`src/rtl/ip_phase_acc_pkg.sv`:
```
// Shared definitions for the phase accumulator and the downstream sin/cos generator:
// default widths, sin/cos latency and the FSM state encoding.
package ip_phase_acc_pkg;

  localparam int DEG_WD_DEF = 17;
  localparam int ACC_WD_DEF = 24;
  localparam int SC_LAT_DEF = 2;

  typedef enum logic [1:0] {
    ST_IDLE   = 2'd0,
    ST_SWEEP  = 2'd1,
    ST_STEADY = 2'd2
  } state_e;

endpackage

```
`src/rtl/ip_phase_acc_if.sv`:
```
// Control, configuration and angle-output bundle of the phase accumulator.
// The master (controller) pulses start/stop/tick; the slave (accumulator) returns theta and status.
interface ip_phase_acc_if
  import ip_phase_acc_pkg::*;
#(
  parameter int DEG_WD = DEG_WD_DEF,
  parameter int ACC_WD = ACC_WD_DEF
);
  logic              start;
  logic              stop;
  logic              tick;
  logic              sweep_en;
  logic [ACC_WD-1:0] fcw_init;
  logic [ACC_WD-1:0] fcw_step;
  logic [ACC_WD-1:0] fcw_end;
  logic [DEG_WD-1:0] phs_ofs;
  logic [DEG_WD-1:0] theta;
  logic              theta_vld;
  logic              sc_vld;
  logic              sweep_done;
  logic              busy;
  // Debug visibility of the FSM and the running frequency word
  state_e            state;
  logic [ACC_WD-1:0] fcw_cur;

  modport master (
    output start, stop, tick, sweep_en, fcw_init, fcw_step, fcw_end, phs_ofs,
    input  theta, theta_vld, sc_vld, sweep_done, busy, state, fcw_cur
  );

  modport slave (
    input  start, stop, tick, sweep_en, fcw_init, fcw_step, fcw_end, phs_ofs,
    output theta, theta_vld, sc_vld, sweep_done, busy, state, fcw_cur
  );

endinterface

```
`src/rtl/ip_vld_dly.sv`:
```
// Valid-flag delay line of DEPTH register stages (DEPTH >= 1), asynchronously cleared.
module ip_vld_dly #(
  parameter int DEPTH = 2
) (
  input  logic clk,
  input  logic rst_n,
  input  logic vld,
  output logic vld_late
);

  logic [DEPTH-1:0] sr_q;

  always_ff @(posedge clk or negedge rst_n) begin
    if (!rst_n) begin
      sr_q <= '0;
    end else begin
      sr_q[0] <= vld;
      for (int i = 1; i < DEPTH; i++) begin
        sr_q[i] <= sr_q[i-1];
      end
    end
  end

  assign vld_late = sr_q[DEPTH-1];

endmodule

```
`src/rtl/ip_phase_acc.sv`:
```
// NCO phase accumulator producing theta for the sin/cos generator, in fixed-frequency
// or linear-sweep mode, plus a valid flag delay-matched to the sin/cos latency.
module ip_phase_acc
  import ip_phase_acc_pkg::*;
#(
  parameter int DEG_WD = DEG_WD_DEF,
  parameter int ACC_WD = ACC_WD_DEF,
  parameter int SC_LAT = SC_LAT_DEF
) (
  input  logic           clk,
  input  logic           rst_n,
  ip_phase_acc_if.slave  bus
);

  // Handshake: start/stop/tick are single-cycle strobes sampled on every rising edge;
  // stop overrides start, and a tick coinciding with start or stop is discarded.

  state_e            state_q;
  state_e            state_d;
  logic [ACC_WD-1:0] acc_q;
  logic [ACC_WD-1:0] fcw_cur_q;
  logic [ACC_WD-1:0] fcw_step_q;
  logic [ACC_WD-1:0] fcw_end_q;
  logic [DEG_WD-1:0] theta_q;
  logic              theta_vld_q;
  logic              sweep_done_q;
  logic              go;
  logic              adv;
  logic              crossed;
  logic              sweep_hit;
  logic signed [ACC_WD:0] nxt;
  logic signed [ACC_WD:0] end_ext;

  assign go  = bus.start & ~bus.stop;
  assign adv = bus.tick & ~bus.start & ~bus.stop & (state_q != ST_IDLE);

  // One extra bit so a signed step cannot alias an unsigned frequency word
  assign nxt     = $signed({1'b0, fcw_cur_q}) + $signed({fcw_step_q[ACC_WD-1], fcw_step_q});
  assign end_ext = $signed({1'b0, fcw_end_q});
  assign crossed = fcw_step_q[ACC_WD-1] ? (nxt <= end_ext) : (nxt >= end_ext);

  assign sweep_hit = adv & (state_q == ST_SWEEP) & crossed;

  always_comb begin
    state_d = state_q;
    if (bus.stop) begin
      state_d = ST_IDLE;
    end else if (bus.start) begin
      state_d = bus.sweep_en ? ST_SWEEP : ST_STEADY;
    end else if (sweep_hit) begin
      state_d = ST_STEADY;
    end
  end

  always_ff @(posedge clk or negedge rst_n) begin
    if (!rst_n) begin
      state_q <= ST_IDLE;
    end else begin
      state_q <= state_d;
    end
  end

  always_ff @(posedge clk or negedge rst_n) begin
    if (!rst_n) begin
      acc_q        <= '0;
      fcw_cur_q    <= '0;
      fcw_step_q   <= '0;
      fcw_end_q    <= '0;
      theta_q      <= '0;
      theta_vld_q  <= 1'b0;
      sweep_done_q <= 1'b0;
    end else begin
      theta_vld_q  <= 1'b0;
      sweep_done_q <= 1'b0;
      if (go) begin
        acc_q      <= '0;
        fcw_cur_q  <= bus.fcw_init;
        fcw_step_q <= bus.fcw_step;
        fcw_end_q  <= bus.fcw_end;
      end else if (adv) begin
        theta_q     <= acc_q[ACC_WD-1 -: DEG_WD] + bus.phs_ofs;
        theta_vld_q <= 1'b1;
        acc_q       <= acc_q + fcw_cur_q;
        if (state_q == ST_SWEEP) begin
          if (crossed) begin
            fcw_cur_q    <= fcw_end_q;
            sweep_done_q <= 1'b1;
          end else begin
            fcw_cur_q <= nxt[ACC_WD-1:0];
          end
        end
      end
    end
  end

  ip_vld_dly #(
    .DEPTH (SC_LAT)
  ) u_sc_dly (
    .clk      (clk),
    .rst_n    (rst_n),
    .vld      (theta_vld_q),
    .vld_late (bus.sc_vld)
  );

  assign bus.theta      = theta_q;
  assign bus.theta_vld  = theta_vld_q;
  assign bus.sweep_done = sweep_done_q;
  assign bus.busy       = (state_q != ST_IDLE);
  assign bus.state      = state_q;
  assign bus.fcw_cur    = fcw_cur_q;

endmodule
```
`src/flat_wrapper.sv`:
```
// flat-port wrapper written by rule: the top's interface ports become plain ports
module ip_phase_acc_flat import ip_phase_acc_pkg::*;
#(
  parameter int DEG_WD = DEG_WD_DEF,
  parameter int ACC_WD = ACC_WD_DEF,
  parameter int SC_LAT = SC_LAT_DEF
)
  (clk, rst_n, bus_start, bus_stop, bus_tick, bus_sweep_en, bus_fcw_init, bus_fcw_step, bus_fcw_end, bus_phs_ofs, bus_theta, bus_theta_vld, bus_sc_vld, bus_sweep_done, bus_busy, bus_state, bus_fcw_cur);
  ip_phase_acc_if #(.DEG_WD(DEG_WD), .ACC_WD(ACC_WD)) bus_i ();
  input  logic clk;
  input  logic rst_n;
  input wire logic [$bits(bus_i.start)-1:0] bus_start;
  input wire logic [$bits(bus_i.stop)-1:0] bus_stop;
  input wire logic [$bits(bus_i.tick)-1:0] bus_tick;
  input wire logic [$bits(bus_i.sweep_en)-1:0] bus_sweep_en;
  input wire logic [$bits(bus_i.fcw_init)-1:0] bus_fcw_init;
  input wire logic [$bits(bus_i.fcw_step)-1:0] bus_fcw_step;
  input wire logic [$bits(bus_i.fcw_end)-1:0] bus_fcw_end;
  input wire logic [$bits(bus_i.phs_ofs)-1:0] bus_phs_ofs;
  output wire logic [$bits(bus_i.theta)-1:0] bus_theta;
  output wire logic [$bits(bus_i.theta_vld)-1:0] bus_theta_vld;
  output wire logic [$bits(bus_i.sc_vld)-1:0] bus_sc_vld;
  output wire logic [$bits(bus_i.sweep_done)-1:0] bus_sweep_done;
  output wire logic [$bits(bus_i.busy)-1:0] bus_busy;
  output wire logic [$bits(bus_i.state)-1:0] bus_state;
  output wire logic [$bits(bus_i.fcw_cur)-1:0] bus_fcw_cur;
  assign bus_i.start = bus_start;
  assign bus_i.stop = bus_stop;
  assign bus_i.tick = bus_tick;
  assign bus_i.sweep_en = bus_sweep_en;
  assign bus_i.fcw_init = bus_fcw_init;
  assign bus_i.fcw_step = bus_fcw_step;
  assign bus_i.fcw_end = bus_fcw_end;
  assign bus_i.phs_ofs = bus_phs_ofs;
  assign bus_theta = bus_i.theta;
  assign bus_theta_vld = bus_i.theta_vld;
  assign bus_sc_vld = bus_i.sc_vld;
  assign bus_sweep_done = bus_i.sweep_done;
  assign bus_busy = bus_i.busy;
  assign bus_state = bus_i.state;
  assign bus_fcw_cur = bus_i.fcw_cur;
  ip_phase_acc #(.DEG_WD(DEG_WD), .ACC_WD(ACC_WD), .SC_LAT(SC_LAT)) u_core (.clk(clk), .rst_n(rst_n), .bus(bus_i));
endmodule
```
`config.mk`:
```
export PLATFORM = sky130hd
export DESIGN_NAME = ip_phase_acc_flat
export DESIGN_NICKNAME = d
export VERILOG_FILES = /design/src/rtl/ip_phase_acc_pkg.sv /design/src/rtl/ip_phase_acc_if.sv /design/src/rtl/ip_vld_dly.sv /design/src/rtl/ip_phase_acc.sv /design/src/flat_wrapper.sv
export SDC_FILE = /design/constraint.sdc
export NUM_CORES = 1
export LEC_CHECK = 0
export ABC_AREA = 0
export BUFFER_PORTS_ARGS = -buffer_cell sky130_fd_sc_hd__buf_2
export CORE_MARGIN = 1
export CORE_UTILIZATION = 35
export CTS_CLUSTER_DIAMETER = 30
export DETAILED_ROUTE_END_ITERATION = 8
export SLEW_MARGIN = 30
export SYNTH_ARGS = -nofsm -noshare
export SYNTH_HDL_FRONTEND = slang
export SYNTH_SLANG_ARGS = --single-unit
```
`constraint.sdc`:
```
create_clock -name clk -period 5.8 [get_ports clk]
set_input_delay 1.16 -clock clk [delete_from_list [all_inputs] [get_ports clk]]
set_output_delay 1.16 -clock clk [all_outputs]
set_load 0.02 [all_outputs]
```
Word level (Yosys, flattened, before mapping)
Cells that the tools add are included.
Widths: inputs -> output; s select.

word-level totals
  register bits = 119
  output and inout bits = 47

cells by class
  add/sub/neg operators = 3
  $lt $le $gt $ge = 2
  eq/ne operators = 1
  mux-type cells = 17
  bitwise operators = 9
  reduce and logical (&&, ||, !) cells = 6

operator list
  operator            number
  $mux 24             6
  $add 25x24->25      1
  $ge 25x25->1        1
  $le 25x25->1        1
  $add 24x24->24      1
  $add 17x17->17      1
  $mux 2              4
  $mux 1              7
  $and 1x1->1         6
  $reduce_bool 2->1   3
  $reduce_and 2->1    2
  $not 1->1           3
  $reduce_bool 3->1   1
  $eq 2x1->1 const B  1

Logic depth before layout (Yosys ltp)
Gate-level depths: netlist of run 1.

  word-level depth = 9
  gate-level depth with buffers = 22

By module
From an unflattened synthesis of run 1, not the netlist that was laid out.

unflattened totals
  cell total of the unflattened synthesis = 987
  area total of the unflattened synthesis = 8445.6 sq um

modules (own cells, without submodules)
  module        instances  cells each  area each (sq um)  sequential area each (sq um)
  ip_phase_acc  1          985         8395.6             2927.8
  ip_vld_dly    1          2           50.0               50.0

Worst setup path before layout of run 1
No wires, ideal clock.

  kind = reg2reg
  start point = register u_core.fcw_cur_q[0], in the netlist u_core.bus.fcw_cur[0]
  end point = register u_core.fcw_cur_q[21], in the netlist u_core.bus.fcw_cur[21]
  setup time = 0.124 ns
  data arrival time = 4.178 ns
  data required time = 5.676 ns
  setup slack = 1.498 ns
  cell stages (with the launch flop) = 21
  buffers on the path = 2
  clock period less this slack = 4.302 ns
  cell sequence = dfrtp_1 > ha_1 > fa_1 > a211oi_2 > o21ai_1 > a21oi_2 > o211ai_2 > a211oi_1 > o21bai_1 > a21oi_1 > xnor2_1 > ha_1 > o21a_1 > o21ai_0 > nand4_1 > a21boi_0 > a311oi_2 > or2_1 > buf_6 > buf_12 > o31a_1

between the ends
  word-level cells in the longest chain between the ends = 7
  elaborated cells on any way between the ends = 8

ends and longest elaborated chain
  what                                          RTL line            RTL
  start: declaration                            ip_phase_acc.sv:21  logic [ACC_WD-1:0] fcw_cur_q;
  start signal: assignment                      ip_phase_acc.sv:77  fcw_cur_q <= bus.fcw_init;
  start signal: assignment                      ip_phase_acc.sv:86  fcw_cur_q <= fcw_end_q;
  start signal: assignment                      ip_phase_acc.sv:89  fcw_cur_q <= nxt[ACC_WD-1:0];
  $add 25x24->25 (*)                            ip_phase_acc.sv:38  assign nxt = $signed({1'b0, fcw_cur_q}) + $signed({fcw_step_q[ACC_WD-1], fcw_step_q});
  $ge 25x25->1 or $le 25x25->1 (tied branches)  ip_phase_acc.sv:40  assign crossed = fcw_step_q[ACC_WD-1] ? (nxt <= end_ext) : (nxt >= end_ext);
  $mux 1                                        ip_phase_acc.sv:40
  $mux 24 (*)                                   ip_phase_acc.sv:85  if (crossed) begin
  $mux 24 (*)                                   ip_phase_acc.sv:84  if (state_q == ST_SWEEP) begin
  $mux 24 (*)                                   ip_phase_acc.sv:80  end else if (adv) begin
  $mux 24 (*)                                   ip_phase_acc.sv:75  if (go) begin

Mark *: on every way between the ends. The rest lies on a longest branch, timed or not. The select of a mux whose other input is x is not followed.
A chain may end at the register's enable or synchronous reset.

Final worst setup path of run 1
  start point = register u_core.fcw_cur_q[1], in the netlist u_core.bus.fcw_cur[1]
  end point = register u_core.state_q[1], in the netlist u_core.bus.state[1]

between the ends
  word-level cells in the longest chain between the ends = 5
  elaborated cells on any way between the ends = 6

ends and longest elaborated chain
  what                                          RTL line            RTL
  $add 25x24->25 (*)                            ip_phase_acc.sv:38
  $ge 25x25->1 or $le 25x25->1 (tied branches)  ip_phase_acc.sv:40
  $mux 1 (*)                                    ip_phase_acc.sv:40
  $and 1x1->1 (*)                               ip_phase_acc.sv:42  assign sweep_hit = adv & (state_q == ST_SWEEP) & crossed;
  $reduce_bool 3->1 (no line) (*)               --
  end signal: assignment                        ip_phase_acc.sv:59  state_q <= state_d;
  end: declaration                              ip_phase_acc.sv:18  state_e state_q;

Mark *: on every way between the ends. The rest lies on a longest branch, timed or not.

==> summary.txt, run 1 <==
Placement
  • I/O Buffers: 141
  • Pre-CTS setup slack: 0.755 ns
  • RePlAce Congestion: 0.888
  • Detailed placement HPWL: 17700 um
  • Cell Area, Placed: 0.00933 sq mm

Worst setup path
  • Data arrival time of the worst path: 5.50 ns
  • Buf/Inv on CP: 1
  • Crit path from: u_core.bus.fcw_cur[1]$_DFFE_PN0P_
  • R2R depth: 19
  • Startpoint Class: flip-flop
  • Worst flop-to-flop path startpoint: u_core.bus.fcw_cur[1]$_DFFE_PN0P_
  • Worst Path Max Fanout: 14
  • Crit-path cells: ha_1 -> a211oi_1 -> nor2_1 -> o41ai_2 -> a31oi_1 -> a31oi_1 -> o21bai_1 -> a21oi_1 -> xnor2_1 -> ha_1 -> o21a_1 -> o21ai_0 -> nand4_1 -> a21boi_0 -> a311oi_2 -> or2_1 -> buf_4 -> and2_4 -> o31a_1
  • Critical-path top delay cell: dfrtp_1
  • Worst path required time: 6.11 ns
  • R2R setup slack: 0.62 ns
  • Crit-path max cell delay: 0.48 ns
  • Critical path class: flip-flop to flip-flop
  • Worst flop-to-flop path endpoint: u_core.bus.state[1]$_DFFE_PN0P_
  • CP Capture Point: u_core.bus.state[1]$_DFFE_PN0P_
  • Critical Path End Type: flip-flop
  • Stages on worst setup path: 19
  • Crit path max-delay family: compound AO/OA/AOI/OAI gates

CTS
  • Post-CTS Resized: 0
  • Num CTS Buffers: 17
  • CTS root buf: clkbuf_16
  • Clk_lat worst skew: 0.43 ns
  • CTS tree: yes
  • Setup bufs post-CTS: 0
  • CTS Sinks: 119
  • Hold-fix buffers, CTS: 0
  • Clock-pin slew on the worst setup and hold paths: 0.06 ns
  • H-tree Lvls: 4
  • Clk buf depth: 2

GRT
  • Vias in the first global route: 7186
  • Total GRT Usage: 20.4%
  • First-pass GRT wire length: 38300 um
  • Initial antenna violation count: 0
  • Overflow after GRT: 0
  • Pin count of the biggest net entering global routing: 80

Power and ir drop
  • Internal power: 2350 uW
  • VDD IR max: 0.183 mV
  • Leakage power: 0.00500 uW
  • Sequential power share: 28.7%
  • Gate power share: 39.9%
  • Switch Pwr: 1390 uW
  • PD cells: 374 mW/mm^2
  • Clock share of power: 31.4%
  • Sw frac: 37.1%

Run
  • Max Cap Viol: 0

Finish
  • Post-route cell area: 0.00998 sq mm
  • Share of cells above drive strength 1: 18.3%
  • Reg area: 0.00298 sq mm
  • Syn-to-layout area delta: 20.0%
  • # nets final: 1263
  • # diodes: 0
  • Fillers: 2372
  • Multi-input gate area: 0.00504 sq mm

Routing
  • Via count: 7422
  • DRT Pass-1 Iters: 7
  • # DRC: 0
  • Initial drt markers: 456
  • DR WL/cell: 16.8 um
  • Drt total wl: 23600 um
  • Post-route ant nets: 0
  • Via density: 5.27

Timing
  • Tcrit/Tclk final: 89.4%
  • Setup_tns: 0 ns
  • Period minus WS final: 5.18 ns
  • Fin Hold WS: 0.344 ns
  • RSZ-0062 raised after global routing: no
  • Fin Clk Skew: 0.0130 ns
  • Setup violators final: 0
  • Worst-Margin Slew: 0.924 ns
  • Final hold vios: 0
  • Max Slew Vio Count: 0
  • PnR worst setup slack: 0.616 ns
  • Relative slew slack: 38.4%
  • Fmax: 0.193 GHz

Die
  • Die footprint: 0.0244 sq mm
  • Chip height: 156 um
  • Row Count: 56
  • Core area: 0.0234 sq mm
  • I/O pin count: 142
  • Die Wd: 156 um
  • Initial Util: 35.5%

Yosys
  • Post-synthesis async set-or-reset flop share: 100%
  • Distinct cells, synth: 68
  • Post-synthesis adder-cell area fraction: 13.8%
  • Simple-Gate Fraction of Synth Area: 16.2%
  • Avg Cell Area, Syn: 8.82 sq um
  • Area of the mapped netlist: 0.00832 sq mm
  • Most used DFF post-synth: dfrtp_1
  • Post-synth EDFFs: 0
  • Seq/Total Area, Yosys: 35.8%
  • #FFs+latches synth: 119
  • YS warnings: 0
  • Complex-gate fraction of the synthesized area: 22.3%
  • Cell count after synthesis: 943
  • Syn Nets: 1128
  • Largest family of logic cells by synthesized area: compound AO/OA/AOI/OAI gates
  • Xor and xnor area share after synthesis: 5.26%
  • Mux cell area share after synthesis: 2.78%

Hold path
  • Worst min path class: flip-flop to flip-flop

Status
  • Status: complete, no violations
[state kept, by name (all words and copies together) (netlist names), 2 cells and up]
| register | count |
|---|---|
| u_core.acc_q | 24 |
| u_core.bus.fcw_cur | 24 |
| u_core.fcw_end_q | 24 |
| u_core.fcw_step_q | 24 |
| u_core.bus.theta | 17 |
| u_core.bus.state | 2 |
| u_core.u_sc_dly.sr_q | 2 |
[stage by stage]
step | power, uW | cells | util (%)
2_1_floorplan | 2190 | 943 | -
3_3_place_gp | 2550 | 1378 | 39.9
3_5_place_dp | 2560 | 1378 | 39.9
4_1_cts | 3750 | 1409 | 42.6
5_1_grt | 3990 | 1409 | 42.6
6_report | 3740 | 1409 | 42.6
[kinds of logic after synthesis]
kind of cell | count (synthesis)
adders and majority gates | 90
DFF | 119
muxes | 23
buffers and inverters | 75
AOI/OAI and AO/OA | 288
xor gates and xnor gates | 50
and+or+nand+nor | 298
[synthesized netlist by cell type (all sizes together) (5+ instances only)]
cell type,count,share of area [%]
ha,87,13
o21ai,102,6.1
dfrtp,119,36
xor2,27,2.8
nand2,145,6.5
a211oi,14,1.4
inv,42,1.9
nor2b,5,0.38
nor2,45,2.0
o31a,6,0.63
and3,8,0.60
nand4,8,0.60
nor3,15,0.90
o211ai,8,0.84
nor3b,5,0.51
a21o,24,2.2
nand2b,8,0.60
xnor2,23,2.4
o21a,9,0.81
clkbuf,28,1.3
a22oi,17,1.5
a31oi,7,0.53
a21oi,58,3.6
o31ai,7,0.63
mux2i,22,2.6
nand3,40,2.5
and2,5,0.41
o22ai,8,0.60
o21bai,7,0.63
[layer usage]
metal,GRT usage [%],part of all wire [%]
met2,32.0,45
met4,6.49,1.7
met3,4.36,5.2
met5,0,0
met1,27.8,48
[power groups by stage]
stage / clock network [uW] / registers [uW] / logic, uW
after floorplan: 0 / 1130 / 1070
after global placement: 0 / 1080 / 1460
after detailed placement: 0 / 1090 / 1480
after CTS: 1190 / 1070 / 1490
after global routing: 1230 / 1090 / 1660
final: 1170 / 1070 / 1490
[how the worst min path moves through the flow]
stage	start	end	slack [ns]	cells after the start
final	u_core.u_sc_dly.sr_q[0]$_DFF_PN0_	u_core.u_sc_dly.sr_q[1]$_DFF_PN0_	0.34	0
after floorplan	u_core.u_sc_dly.sr_q[0]$_DFF_PN0_	u_core.u_sc_dly.sr_q[1]$_DFF_PN0_	0.33	0
after global routing	u_core.u_sc_dly.sr_q[0]$_DFF_PN0_	u_core.u_sc_dly.sr_q[1]$_DFF_PN0_	0.36	0
after CTS	u_core.u_sc_dly.sr_q[0]$_DFF_PN0_	u_core.u_sc_dly.sr_q[1]$_DFF_PN0_	0.35	0
after detailed placement	u_core.u_sc_dly.sr_q[0]$_DFF_PN0_	u_core.u_sc_dly.sr_q[1]$_DFF_PN0_	0.34	0
after global placement	u_core.u_sc_dly.sr_q[0]$_DFF_PN0_	u_core.u_sc_dly.sr_q[1]$_DFF_PN0_	0.34	0
[cell usage in the layout (no fill, tap or decap), types with 24 or more instances in the layout]
master,Yosys,final
o21ai_1,24,24
nand3_1,39,39
nand2_1,145,144
dfrtp_1,119,119
a21oi_1,56,56
inv_1,42,42
xor2_1,27,27
nor2_1,45,44
a21o_1,24,24
o21ai_0,78,78
buf_2,0,140
ha_1,87,87
[area by class of cell]
type	instances	share of cell area, %
clock buffers	22	4.65
well taps	319	4.00
flip-flops and latches	119	29.8
multi-input cells	749	50.5
clock inverters	9	1.73
repair buffers	148	7.66
inverters	43	1.62
(Power assumes the default switching activity.)
==> run 2, diff against run 1 <==
Settings changed: ABC_AREA 0 to 1, PLACE_DENSITY_LB_ADDON set to 0.25.
==> run 2 against run 1 <==
Against the previous run:
- via count increased by 13%
- synthesized area increased by 5.9%
- die area increased by 5.9%
- global-route usage up 0.37 points
- flip-flop and latch count unchanged
- critical path depth is 4 higher
- utilization shrank 0.094 points
- clock-buffer cell count rose by 2
- combinational power is 96% higher
- critical endpoint is now u_core.bus.state[0]$_DFFE_PN0P_
- largest power group unchanged
- highest routed layer unchanged
==> summary.txt, run 2 <==
Yosys
  • YS warnings: 0
  • Commonest cells post-synth: nand2_1 (388), dfrtp_1 (119), nor2_1 (106)
  • Cell count after synthesis: 1223
  • Simple-Gate Fraction of Synth Area: 30.5%
  • Post-synthesis adder-cell area fraction: 13.0%
  • Mux cell area share after synthesis: 0%
  • Avg Cell Area, Syn: 7.21 sq um
  • Distinct cells, synth: 44
  • Post-synth EDFFs: 0
  • Most used DFF post-synth: dfrtp_1
  • #FFs+latches synth: 119
  • Most area-hungry cell type in the Yosys netlist: dfrtp_1
  • Post-synthesis async set-or-reset flop share: 100%
  • Yosys top cell area share: 33.8%
  • Seq/Total Area, Yosys: 33.8%
  • Largest family of logic cells by synthesized area: simple AND/OR/NAND/NOR gates
  • Most common cell in the netlist: nand2_1
  • Syn Nets: 1408
  • Complex-gate fraction of the synthesized area: 13.7%
  • Synth top area cells: dfrtp_1 (34%), nand2_1 (17%), ha_1 (12%)
  • Xor and xnor area share after synthesis: 3.18%
  • Area of the mapped netlist: 0.00881 sq mm

CTS
  • Num CTS Buffers: 17
  • Setup bufs post-CTS: 0
  • CTS Sinks: 119
  • Hold-fix buffers, CTS: 0
  • CTS root buf: clkbuf_16
  • H-tree Lvls: 4
  • Clk buf depth: 2
  • Post-CTS Resized: 0
  • Clock-pin slew on the worst setup and hold paths: 0.06 ns
  • Clk_lat worst skew: 0.43 ns
  • CTS tree: yes

Timing
  • Final hold vios: 0
  • Fin Hold WS: 0.356 ns
  • PnR worst setup slack: 1.15 ns
  • RSZ-0062 raised after global routing: no
  • Fin Clk Skew: 0.0101 ns
  • Period minus WS final: 4.65 ns
  • Setup_tns: 0 ns
  • Relative slew slack: 46.6%
  • Tcrit/Tclk final: 80.1%
  • Fmax: 0.215 GHz
  • Max Slew Vio Count: 0
  • Setup violators final: 0
  • Worst-Margin Slew: 0.801 ns

Placement
  • Cell Area, Placed: 0.00982 sq mm
  • Pre-CTS setup slack: 1.32 ns
  • I/O Buffers: 141
  • Detailed placement HPWL: 20200 um
  • RePlAce Congestion: 0.957

Die
  • Chip height: 161 um
  • I/O pin count: 142
  • Initial Util: 35.9%
  • Die Wd: 161 um
  • Row Count: 57
  • Die footprint: 0.0258 sq mm
  • Core area: 0.0245 sq mm

Worst setup path
  • Worst Path Max Fanout: 25
  • Critical Path End Type: flip-flop
  • Data arrival time of the worst path: 4.96 ns
  • Worst path required time: 6.11 ns
  • Crit-path max cell delay: 0.55 ns
  • Critical path class: flip-flop to flip-flop
  • Crit-path cells: ha_1 -> fa_1 -> nand3_1 -> nand2_1 -> nand2_1 -> nand2_2 -> nand3_1 -> nand2_1 -> a21oi_1 -> xnor2_1 -> ha_1 -> nand2_1 -> nor2_1 -> a211oi_1 -> nand2_1 -> nand2_1 -> nand2_1 -> nand2_1 -> nand3_2 -> nand3_4 -> nand3_1 -> nand3_1 -> nand2_1
  • Startpoint Class: flip-flop
  • Most frequent CP cell: nand2_1
  • Critical-path top delay cell: nand3_4
  • Buf/Inv on CP: 0
  • Crit path max-delay family: simple AND/OR/NAND/NOR gates

Power and ir drop
  • PD cells: 503 mW/mm^2
  • VDD IR max: 0.268 mV
  • Leakage power: 0.00568 uW
  • Overall power: 5260 uW

Routing
  • Drt total wl: 25800 um
  • DRT Pass-1 Iters: 5
  • Post-route ant nets: 0
  • # DRC: 0
  • Via count: 8418
  • Initial drt markers: 563
  • Via density: 4.98
  • DR WL/cell: 15.3 um

Finish
  • Syn-to-layout area delta: 18.5%
  • Commonest non-fill, non-tap cells in the layout: nand2_1 (388), buf_2 (140), dfrtp_1 (119)
  • # nets final: 1539
  • Commonest non-fill, non-tap cell in the layout: nand2_1
  • Fillers: 2563
  • Post-route cell area: 0.0104 sq mm
  • Share of cells above drive strength 1: 15.9%
  • # diodes: 0

Hold path
  • Worst min path class: flip-flop to flip-flop

GRT
  • Vias in the first global route: 8234
  • First-pass GRT wire length: 42000 um
  • Overflow after GRT: 0
  • Initial antenna violation count: 0
  • Pin count of the biggest net entering global routing: 74
  • Total GRT Usage: 20.8%

Run
  • Max Cap Viol: 0

Status
  • Status: complete, no violations
==> run 2: cell count changes after synthesis, moves of 17 or more <==
cell / previous run / this run
o21ai_1: 24 / 1
nor2_1: 45 / 106
nand3_1: 39 / 60
nand2_2: 0 / 21
mux2i_1: 22 / 0
a22oi_1: 17 / 0
a21oi_1: 56 / 90
nand4_1: 8 / 30
nand2_1: 145 / 388
inv_1: 42 / 90
==> run 2: where the power goes <==
part           total, uW  switching, uW  leakage, uW  internal, uW
sequential          1240            218      0.00152          1020
clock               1090            387     0.000290           707
combinational       2920           1920      0.00387          1000
total               5260           2530      0.00568          2730
==> run 2: routing by layer <==
metal	part of all wire, %	wire length, um	GRT usage [%]	vias up
met2	46	11900	34.3	217
met5	0	0	0	-
met3	4.2	1100	3.51	31
li1	-	-	-	4328
met4	1.7	433	5.76	0
met1	48	12400	27.9	3842
==> run 2: area by class of cell <==
class / instances / area (sq um) / share of cell area [%]
clock buffer: 24 / 482 / 4.61
clock inverter: 8 / 120 / 1.15
inverter: 91 / 342 / 3.27
multi-input combinational: 977 / 5340 / 51.2
sequential: 119 / 2980 / 28.5
tap: 324 / 405 / 3.88
timing repair buffer: 148 / 773 / 7.41
==> run 2: cells by family after synthesis <==
family,count (synthesis)
AOI/OAI and AO/OA,219
xor gates and xnor gates,32
adders and majority gates,90
buffers and inverters,127
DFF,119
and+or+nand+nor,636
==> run 2: path summary, 6_finish.rpt <==
kind / slack [ns] / start / cells after the start / endpoint
min: 0.36 / u_core.u_sc_dly.sr_q[0]$_DFF_PN0_ / 0 / u_core.u_sc_dly.sr_q[1]$_DFF_PN0_
min in group asynchronous: 0.63 / rst_n / 1 / u_core.bus.theta_vld$_DFF_PN0_
max reg2reg: 1.15 / u_core.bus.fcw_cur[0]$_DFFE_PN0P_ / 23 / u_core.bus.state[0]$_DFFE_PN0P_
max in group asynchronous: 4.15 / rst_n / 2 / u_core.fcw_end_q[15]$_DFFE_PN0P_
min reg2reg: 0.36 / u_core.u_sc_dly.sr_q[0]$_DFF_PN0_ / 0 / u_core.u_sc_dly.sr_q[1]$_DFF_PN0_
max: 1.15 / u_core.bus.fcw_cur[0]$_DFFE_PN0P_ / 23 / u_core.bus.state[0]$_DFFE_PN0P_
==> run 2: metrics by stage <==
stage          util [%]  cells
3_5_place_dp       40.0   1658
4_1_cts            42.5   1690
5_1_grt            42.6   1691
2_1_floorplan         -   1223
6_report           42.6   1691
3_3_place_gp       40.0   1658
==> run 3, diff against run 2 <==
Clock period 5.8 ns to 4.7 ns, I/O delays scaled along.
==> run 3 against run 2 <==
Against the previous run:
- via count up 0.52%
- routed wire length up 0.32%
- register-to-register slack worse by 0.86 ns
- critical path depth up 4
- flip-flop and latch count unchanged
- clock skew about the same
- global-route usage about the same
- largest cell class unchanged
- highest routed layer unchanged
==> summary.txt, run 3 (synthesis gave the netlist of run 2 again) <==
Routing
  • Via count: 8462
  • # DRC: 0
  • Drt total wl: 25900 um
  • Post-route ant nets: 0
  • DRT Pass-1 Iters: 5
  • Initial drt markers: 542
  • Via density: 4.99
  • DR WL/cell: 15.3 um

Worst setup path
  • Worst Path Max Fanout: 16
  • R2R depth: 27
  • Most frequent CP cell: nand2_1
  • Critical path class: flip-flop to flip-flop
  • Buf/Inv on CP: 1
  • Worst flop-to-flop path endpoint: u_core.bus.fcw_cur[15]$_DFFE_PN0P_
  • Critical Path End Type: flip-flop
  • Critical-path top delay cell: fa_1
  • Crit path max-delay family: simple AND/OR/NAND/NOR gates
  • Crit-path max cell delay: 0.50 ns
  • Worst flop-to-flop path startpoint: u_core.bus.fcw_cur[0]$_DFFE_PN0P_
  • Startpoint Class: flip-flop
  • Worst path required time: 5.01 ns
  • R2R setup slack: 0.29 ns
  • Data arrival time of the worst path: 4.72 ns
  • Crit path from: u_core.bus.fcw_cur[0]$_DFFE_PN0P_

Timing
  • Relative slew slack: 45.8%
  • Fmax: 0.227 GHz
  • RSZ-0062 raised after global routing: no
  • Setup violators final: 0
  • PnR worst setup slack: 0.294 ns
  • Final hold vios: 0
  • Worst-Margin Slew: 0.813 ns
  • Fin Clk Skew: 0.0100 ns
  • Tcrit/Tclk final: 93.7%
  • Period minus WS final: 4.41 ns
  • Setup_tns: 0 ns
  • Max Slew Vio Count: 0

Placement
  • I/O Buffers: 141
  • Cell Area, Placed: 0.00986 sq mm
  • Detailed placement HPWL: 20400 um
  • Pre-CTS setup slack: 0.382 ns
  • RePlAce Congestion: 0.940

CTS
  • H-tree Lvls: 4
  • Hold-fix buffers, CTS: 0
  • CTS Sinks: 119
  • Num CTS Buffers: 17
  • CTS tree: yes
  • Clock-pin slew on the worst setup and hold paths: 0.06 ns
  • Clk buf depth: 2
  • CTS root buf: clkbuf_16
  • Clk_lat worst skew: 0.43 ns

Die
  • Die Wd: 161 um
  • Die footprint: 0.0258 sq mm
  • Row Count: 57
  • I/O pin count: 142
  • Chip height: 161 um
  • Core area: 0.0245 sq mm
  • Initial Util: 35.9%

GRT
  • Overflow after GRT: 0
  • Total GRT Usage: 20.8%
  • Vias in the first global route: 8394
  • Pin count of the biggest net entering global routing: 74
  • Initial antenna violation count: 0
  • First-pass GRT wire length: 42300 um

Finish
  • Post-route cell area: 0.0106 sq mm
  • Fillers: 2571
  • Share of cells above drive strength 1: 16.5%
  • # nets final: 1544
  • Commonest non-fill, non-tap cell in the layout: nand2_1
  • Commonest non-fill, non-tap cells in the layout: nand2_1 (388), buf_2 (140), dfrtp_1 (119)
  • # diodes: 0
  • Syn-to-layout area delta: 20.1%

Hold path
  • Hold path cells: 0
  • Hold Crit Endpoint: u_core.u_sc_dly.sr_q[1]$_DFF_PN0_
  • Worst min path class: flip-flop to flip-flop
  • Worst Min Path Start: u_core.u_sc_dly.sr_q[0]$_DFF_PN0_

Power and ir drop
  • Leakage power: 0.00576 uW
  • VDD IR max: 0.347 mV
  • PD cells: 635 mW/mm^2

Run
  • Max Cap Viol: 0

Status
  • Status: complete, no violations
-- run 3: cell count changes in the layout (fill, tap and decap cells not counted), sizes merged --
cell	change
bufinv	+2
clkinv	-2
clkbuf	+2
clkinvlp	-2
buf	+5
-- run 3: per-stage QoR --
step | utilization (%) | power, uW | hold slack, ns | cells
2_1_floorplan | - | 4140 | 0.331 | 1223
3_3_place_gp | 40.2 | 5100 | 0.336 | 1663
3_5_place_dp | 40.2 | 5130 | 0.347 | 1663
4_1_cts | 43.0 | 6730 | 0.361 | 1695
5_1_grt | 43.2 | 7280 | 0.380 | 1696
6_report | 43.2 | 6720 | 0.355 | 1696
-- run 3: final cells by class --
| class | instances | area [sq um] | area share [%] |
|---|---|---|---|
| clock inverter | 6 | 155 | 1.47 |
| multi-input combinational | 977 | 5340 | 50.4 |
| timing repair buffer | 153 | 818 | 7.73 |
| sequential | 119 | 2980 | 28.1 |
| clock buffer | 26 | 549 | 5.19 |
| inverter | 91 | 342 | 3.23 |
| tap | 324 | 405 | 3.83 |
-- run 3: worst max path at each step --
| stage | endpoint | depth (start not counted) | slack (ns) |
|---|---|---|---|
| floorplan | u_core.bus.fcw_cur[15]$_DFFE_PN0P_ | 27 | 1.24 |
| global placement | u_core.bus.fcw_cur[15]$_DFFE_PN0P_ | 27 | 0.44 |
| detailed placement | u_core.bus.fcw_cur[15]$_DFFE_PN0P_ | 27 | 0.38 |
| CTS | u_core.bus.fcw_cur[15]$_DFFE_PN0P_ | 27 | 0.32 |
| global route | u_core.bus.fcw_cur[18]$_DFFE_PN0P_ | 27 | 0.01 |
| finish | u_core.bus.fcw_cur[15]$_DFFE_PN0P_ | 27 | 0.29 |
-- run 3: timing repair --
| item | in CTS | in global routing |
|---|---|---|
| resized for setup | 0 | 1 |
| endpoints found under the hold margin | 0 | 0 |
| setup buffers | 0 | 0 |
| setup endpoints to repair | 0 | 8 |
-- run 3: per-layer routing --
| layer | GRT usage (%) | vias up | part of all wire (%) |
|---|---|---|---|
| met1 | 27.9 | 3880 | 48 |
| li1 | - | 4345 | - |
| met4 | 5.89 | 0 | 2.1 |
| met5 | 0 | - | 0 |
| met2 | 34.2 | 207 | 46 |
| met3 | 3.80 | 30 | 4.5 |
-- run 3: power breakdown --
part / leakage (uW) / internal, uW / switching [uW] / total [uW]
Clock: 0.000349 / 1070 / 487 / 1560
Combinational: 0.00390 / 1270 / 2360 / 3630
Sequential: 0.00152 / 1260 / 270 / 1530
